==> src/rtl/hack_cpu_hs.sv <==
// Hack CPU core with ready/valid instruction and data ports, M read-modify-write and halt-on-self-jump.
// Define HACK_CPU_STEP_EN to add a step input that releases one instruction per cycle it is high.
module hack_cpu_hs #(
    parameter int                DATA_W   = 16,
    parameter int                ADDR_W   = 15,
    parameter logic [ADDR_W-1:0] RESET_PC = '0
) (
    input  logic              clk,
    input  logic              resetN,
`ifdef HACK_CPU_STEP_EN
    input  logic              step,
`endif
    output logic              inst_req,
    output logic [ADDR_W-1:0] inst_addr,
    input  logic [DATA_W-1:0] inst,
    input  logic              inst_valid,
    output logic              data_req,
    output logic              data_we,
    output logic [ADDR_W-1:0] data_addr,
    output logic [DATA_W-1:0] out_m,
    input  logic [DATA_W-1:0] in_m,
    input  logic              data_ready,
    output logic              halted
);

    typedef enum logic [2:0] {
        IDLE,
        FETCH,
        MEM_RD,
        EXEC,
        MEM_WR,
`ifdef HACK_CPU_STEP_EN
        PAUSE,
`endif
        HALT
    } state_t;

`ifdef HACK_CPU_STEP_EN
    localparam state_t RESUME = PAUSE;
`else
    localparam state_t RESUME = FETCH;
`endif

    localparam logic signed [DATA_W-1:0] ZERO = '0;

    state_t                   state_q, state_nx;
    logic        [ADDR_W-1:0] pc_q;
    logic        [DATA_W-1:0] a_q, d_q, ir_q, mr_q;
    logic                     load_ir, load_mr, commit;
    logic                     is_c, dest_a, dest_d, dest_m;
    logic signed [DATA_W-1:0] alu_out;
    logic                     lt, zr, gt, take, halt_hit;

    function automatic logic [DATA_W-1:0] hack_alu(input logic [DATA_W-1:0] x,
                                                   input logic [DATA_W-1:0] y,
                                                   input logic [5:0]        ctl);
        logic [DATA_W-1:0] xs, ys, r;
        xs = ctl[5] ? '0 : x;
        if (ctl[4]) xs = ~xs;
        ys = ctl[3] ? '0 : y;
        if (ctl[2]) ys = ~ys;
        r = ctl[1] ? (xs + ys) : (xs & ys);
        if (ctl[0]) r = ~r;
        return r;
    endfunction

    assign is_c   = ir_q[DATA_W-1];
    assign dest_a = is_c && ir_q[5];
    assign dest_d = is_c && ir_q[4];
    assign dest_m = is_c && ir_q[3];

    // A, D and MR are frozen between decode and commit, so this stays valid through MEM_WR waits
    assign alu_out  = hack_alu(d_q, ir_q[12] ? mr_q : a_q, ir_q[11:6]);
    assign lt       = (alu_out < ZERO);
    assign zr       = (alu_out == ZERO);
    assign gt       = !lt && !zr;
    assign take     = is_c && ((ir_q[2] && lt) || (ir_q[1] && zr) || (ir_q[0] && gt));
    assign halt_hit = take && (a_q[ADDR_W-1:0] == pc_q);

    assign inst_req  = (state_q == FETCH);
    assign inst_addr = pc_q;
    assign data_req  = (state_q == MEM_RD) || (state_q == MEM_WR);
    assign data_we   = (state_q == MEM_WR);
    assign data_addr = a_q[ADDR_W-1:0];
    assign out_m     = alu_out;
    assign halted    = (state_q == HALT);

    always_ff @(posedge clk or negedge resetN) begin
        if (!resetN) state_q <= IDLE;
        else         state_q <= state_nx;
    end

    always_comb begin
        state_nx = state_q;
        load_ir  = 1'b0;
        load_mr  = 1'b0;
        commit   = 1'b0;
        case (state_q)
            IDLE:   state_nx = FETCH;
            FETCH: begin
                if (inst_valid) begin
                    load_ir  = 1'b1;
                    state_nx = (inst[DATA_W-1] && inst[12]) ? MEM_RD : EXEC;
                end
            end
            MEM_RD: begin
                if (data_ready) begin
                    load_mr  = 1'b1;
                    state_nx = EXEC;
                end
            end
            EXEC: begin
                if (dest_m) begin
                    state_nx = MEM_WR;
                end else begin
                    commit   = 1'b1;
                    state_nx = halt_hit ? HALT : RESUME;
                end
            end
            MEM_WR: begin
                if (data_ready) begin
                    commit   = 1'b1;
                    state_nx = halt_hit ? HALT : RESUME;
                end
            end
`ifdef HACK_CPU_STEP_EN
            PAUSE:  if (step) state_nx = FETCH;
`endif
            HALT:   state_nx = HALT;
            default: state_nx = IDLE;
        endcase
    end

    always_ff @(posedge clk or negedge resetN) begin
        if (!resetN) begin
            pc_q <= RESET_PC;
            a_q  <= '0;
            d_q  <= '0;
            ir_q <= '0;
            mr_q <= '0;
        end else begin
            if (load_ir) ir_q <= inst;
            if (load_mr) mr_q <= in_m;
            if (commit) begin
                if (!is_c) begin
                    a_q  <= {1'b0, ir_q[DATA_W-2:0]};
                    pc_q <= pc_q + 1'b1;
                end else begin
                    if (dest_a) a_q <= alu_out;
                    if (dest_d) d_q <= alu_out;
                    pc_q <= take ? a_q[ADDR_W-1:0] : pc_q + 1'b1;
                end
            end
        end
    end

endmodule

==> config.mk <==
export PLATFORM = sky130hd
export DESIGN_NAME = hack_cpu_hs
export DESIGN_NICKNAME = d
export VERILOG_FILES = /design/src/rtl/hack_cpu_hs.sv
export SDC_FILE = /design/constraint.sdc
export NUM_CORES = 1
export LEC_CHECK = 0
export BUFFER_PORTS_ARGS = -buffer_cell sky130_fd_sc_hd__buf_2
export CORE_UTILIZATION = 43
export DETAILED_ROUTE_END_ITERATION = 8
export SYNTH_ARGS = -nofsm -noshare
export SYNTH_HDL_FRONTEND = slang
export SYNTH_SLANG_ARGS = --single-unit
export TNS_END_PERCENT = 5
==> constraint.sdc <==
create_clock -name clk -period 6.6 [get_ports clk]
set_input_delay 0.33 -clock clk [delete_from_list [all_inputs] [get_ports clk]]
set_output_delay 0.33 -clock clk [all_outputs]
set_load 0.05 [all_outputs]
==> results.cfg, run 1 <==
[place]
place.gp.congestion = 0.923
portBuffers = 85
hpwl_um = 13400

[synth]
ys_seq_area_share_pct = 32.4
synth_top_area_share_pct = 32.4
ys_ff_latch = 82
synth_edf_count = 0
syn_area_sq_um = 6340
synth.largest_area_cell = dfrtp_1
synthTopCellsByArea = dfrtp_1 (32%), mux2_2 (6.8%), xnor2_1 (4.6%)
synthArstFlopShare_pct = 100
synthesis.nets = 777
syn_avg_cell_area_sq_um = 8.77
synth.distinct_cells = 71
ys.flop_type = dfrtp_1
netlist_instances = 723
yosysWarnings = 0

[floorplan]
row_count = 44
die-area_sq_um = 15200
initial_core_util_pct = 43.8
die_h_um = 123
core_sq_um = 14500
fp.dieW_um = 123
ioPinCount = 86

[timing]
min_period_over_period_pct = 87.6
slew_violations = 0
setup_viol = 0
worst_pin_slew_ns = 1.24
period_needed_ns = 5.78
relSlewSlack_pct = 16.8
grt_setup_unrepaired = no
setup_tns_ns = 0
skew_ns = 0.0104
hold_viol_final = 0
max_freq_ghz = 0.173

[drt]
route.detailed.drc = 0
vias_per_cell = 6.04
totalWireLength_um = 18900
ant_nets = 0
vias = 5724
dr.first_iter.drc_count = 495
highest_layer = met4
m1WireLength_um = 8320
drt-pass1-iter-count = 5
wl_met3_um = 1050
met2_length_um = 9070
wl_per_cell_um = 19.9

[final_layout]
final_cell_mix = buf_2 (84), dfrtp_1 (82), nand2_1 (64)
n_antenna_cell = 0
fillers = 1396
fin_util_pct = 48.6
final_common_cell = buf_2
nets = 813
areaGrowthSynthToFinish_pct = 11.1
drive_above_1_share_pct = 21.3

[clocking]
cts_tree = done
cts_num_sinks = 82
cts_max_level = 3
cts_buffer_depth = 2
clockRootBuffer = clkbuf_16
cts_buffers = 9
clk_pin_slew_worst_paths_ns = 0.07
clock_latency_ns = 0.36
cts_setup_buffers = 0
hold_buffers = 0
cts_resized = 0

[setup_path]
crit_path_end_kind = flip-flop
cp.required_ns = 6.86
rr_startpoint = ir_q[12]
start_kind = flip-flop
critPathArrivalTime_ns = 6.05
critPathKind = flip-flop to flip-flop
timing.critical_path.from = ir_q[12]
crit_path_max_fanout = 21

[global_routing]
grt_pass1_vias = 5353
grt_usage_pct = 26.0
grt_max_degree = 83
grt-ovfl-total = 0
grt_pass1_wl_um = 29900
antenna_found_initial = 0

[run]
max-cap-violations = 0

[min_path]
hp-class = primary input to asynchronous set/reset pin

[run_status]
status = finished, final reports clean
cells in the mapped netlist (all sizes together), types with 6 or more instances:
cell    count
and2        7
nor3       19
nor2b       6
dfrtp      82
a211oi      6
xnor2      33
o31ai      10
o41ai       7
nand4       7
mux2i      20
o21a        9
clkbuf     39
o311ai      8
o32ai       6
o22ai      17
o21ai      39
and3        9
buf        29
a21o        6
inv        19
o211ai      9
nand2b     24
a21oi      29
xor2       30
nand3      20
nor2       52
ha         17
mux2       38
a31oi       8
nand2      64
per-stage QoR:
stage	hold WS, ns	instances	setup WS, ns	cell area, sq um
after floorplan	0.0344	723	1.67	6340
after global placement	0.464	932	0.931	6740
after detailed placement	0.472	932	0.896	6740
after CTS	0.177	948	0.857	7040
after global routing	0.203	948	0.434	7040
final	0.172	948	0.815	7040
layout make-up:
class                           count  area (sq um)  area share [%]
Timing Repair Buffer               93           488            6.93
Clock buffer                        9           225            3.20
Clock inverter                      7          75.1            1.07
Sequential cell                    82          2050            29.1
Tap cell                          184           230            3.27
Multi-Input combinational cell    553          3900            55.3
Inverter                           20          75.1            1.07
routing by layer:
metal / up-vias / GRT usage (%)
met5: - / 0
met4: 0 / 9.04
met3: 39 / 4.98
met2: 221 / 42.2
met1: 2781 / 34.5
li1: 2683 / -
kinds of logic (layout without fill, tap and decap cells):
group                      Yosys count  in the layout  synth area share, %
and+or+nand+nor                    231            231                 18.1
AOI/OAI and AO/OA                  183            183                 20.9
buffers and inverters               88            129                 6.38
DFF                                 82             82                 32.4
xor gates and xnor gates            63             63                 8.71
muxes                               58             58                 9.91
adders and majority gates           18             18                 3.67
worst paths after layout:
check	cells past startpoint	end	slack [ns]
min in group clk	3	ir_q[7]	0.18
worst max-delay path	15	inst_addr[9]	0.82
worst min-delay path	1	ir_q[9]	0.17
worst max register to register	15	inst_addr[9]	0.82
worst min register to register	2	d_q[15]	0.48
max in group asynchronous	1	state_q[0]	5.73
critical path: stages (launching register included):
cell       delay (ns)
dfrtp_1          0.94
mux2i_1          0.26
nor2_1           0.07
xor2_1           0.27
ha_1             0.37
a21oi_1          0.24
o21ai_0          0.20
a221o_1          0.35
a2111oi_0        0.38
a211oi_1         0.12
xnor2_1          0.62
inv_1            0.26
nor4b_4          1.10
buf_4            0.27
o31ai_1          0.07
o211ai_1         0.14
flip-flops by register name (all words and copies together), names as in the netlist:
name and cells:
a_q 16, d_q 16, ir_q 16, mr_q 16, inst_addr 15, state_q 3
Power of run 1 is not shown: default switching activity piles up to over one toggle a cycle in this logic, so the estimate is an artifact.
==> run 2, diff against run 1 <==
- CELL_PAD_IN_SITES_DETAIL_PLACEMENT: not set -> 0
- CELL_PAD_IN_SITES_GLOBAL_PLACEMENT: not set -> 1
- PLACE_DENSITY_LB_ADDON: not set -> 0.1
==> results.cfg, run 2 (synthesized netlist as in run 1, its figures left out) <==
[floorplan]
ioPinCount = 86
core_sq_um = 14500
initial_core_util_pct = 43.8
die_h_um = 123
fp.dieW_um = 123
row_count = 44
die-area_sq_um = 15200

[clocking]
clock_latency_ns = 0.34
clk_pin_slew_worst_paths_ns = 0.06
cts_num_sinks = 82
clockRootBuffer = clkbuf_16
cts_max_level = 3
cts_buffers = 9
cts_tree = done
cts_buffer_depth = 2

[drt]
drt-pass1-iter-count = 5
totalWireLength_um = 18900
vias_per_cell = 5.88
route.detailed.drc = 0
vias = 5615
dr.first_iter.drc_count = 421
wl_per_cell_um = 19.8
ant_nets = 0

[setup_path]
cp_common_cell = buf_4
cp.required_ns = 6.86
critPathArrivalTime_ns = 5.50
start_kind = flip-flop
crit_path_max_incr_delay_ns = 0.92
crit_path_end_kind = flip-flop
crit_path_max_fanout = 18
path_delay_family = compound AO/OA/AOI/OAI gates
critPathSlowestCell = nor4b_4
path_cells = buf_4 > mux2i_1 > nor2_1 > xor2_1 > ha_1 > a21oi_1 > o21ai_0 > a221o_1 > a2111oi_0 > a211oi_1 > xnor2_1 > inv_1 > nor4b_4 > buf_4 > o311ai_0 > o211ai_1
critPathKind = flip-flop to flip-flop
critical_path_buf_inv_count = 3

[place]
portBuffers = 85
place.gp.congestion = 0.879
hpwl_um = 13800
dp.cells = 939
placed_area_sq_um = 6800

[final_layout]
final_common_cell = buf_2
seqCellArea_sq_um = 2050
final_cell_mix = buf_2 (84), dfrtp_1 (82), nand2_1 (64)
fillers = 1391
fin_cells = 955
final_area_sq_um = 7110
n_antenna_cell = 0
drive_above_1_share_pct = 21.8
nets = 821
multi_input_area_sq_um = 3900
areaGrowthSynthToFinish_pct = 12.2

[global_routing]
met3_usage_pct = 2.91
grt_usage_pct = 25.8
grtUsageMet1_pct = 34.6
busiest_layer = met2
grt_pass1_wl_um = 29800
grt-ovfl-total = 0
antenna_found_initial = 0
grt_max_degree = 61
grt.met2_usage_pct = 43.9
grt_pass1_vias = 5349

[timing]
worst_pin_slew_ns = 1.02
hold_ws_ns = 0.205
hold_viol_final = 0
skew_ns = 0.00605
min_period_over_period_pct = 79.4
slew_violations = 0
setup_tns_ns = 0
grt_setup_unrepaired = no
setup_viol = 0
max_freq_ghz = 0.191
relSlewSlack_pct = 31.7
period_needed_ns = 5.24

[min_path]
hp-class = primary input to flip-flop

[run_status]
status = finished, final reports clean

[run]
max-cap-violations = 0
## run 2: worst paths after layout
path	startpoint	endpoint	slack (ns)	cells past startpoint
max in group asynchronous	resetN	ir_q[6]	5.04	3
min in group asynchronous	resetN	d_q[4]	0.42	2
setup reg to reg	ir_q[12]	inst_addr[1]	1.36	16
hold / removal	inst[7]	ir_q[7]	0.21	3
hold reg to reg	d_q[2]	d_q[2]	0.48	2
setup / recovery	ir_q[12]	inst_addr[1]	1.36	16
## run 2: worst register-to-register path: stages, from the launching register on
cell and delay (ns):
dfrtp_1 0.60, buf_4 0.30, mux2i_1 0.22, nor2_1 0.06
xor2_1 0.17, ha_1 0.38, a21oi_1 0.22, o21ai_0 0.18
a221o_1 0.34, a2111oi_0 0.38, a211oi_1 0.12, xnor2_1 0.51
inv_1 0.21, nor4b_4 0.92, buf_4 0.28, o311ai_0 0.14
o211ai_1 0.14
## run 2: layout make-up
type / count / share of cell area (%)
Multi-Input combinational cell: 553 / 54.8
Sequential cell: 82 / 28.8
Timing Repair Buffer: 101 / 7.74
Tap cell: 184 / 3.24
Clock buffer: 10 / 3.22
Clock inverter: 5 / 1.13
Inverter: 20 / 1.06
## run 2: metal layers
metal / wire (um) / part of all wire, %
met1: 8550 / 45
met2: 9330 / 49
met3: 678 / 3.6
met4: 344 / 1.8
met5: 0 / 0
## run 2: timing repair
item / in CTS / in global routing
hold buffers: 1 / 0
hold endpoints to repair: 22 / 0
gates resized for setup: 0 / 0
setup endpoints to repair: 0 / 0
setup buffers: 0 / 0
## run 2: through the flow
stage | util (%) | worst slack (ns)
finish | 49.1 | 1.36
global route | 49.1 | 0.867
CTS | 49.1 | 1.39
detailed placement | 46.9 | 1.43
global placement | 46.9 | 1.51
floorplan | - | 1.67
Power of run 2 is left out for the same reason.
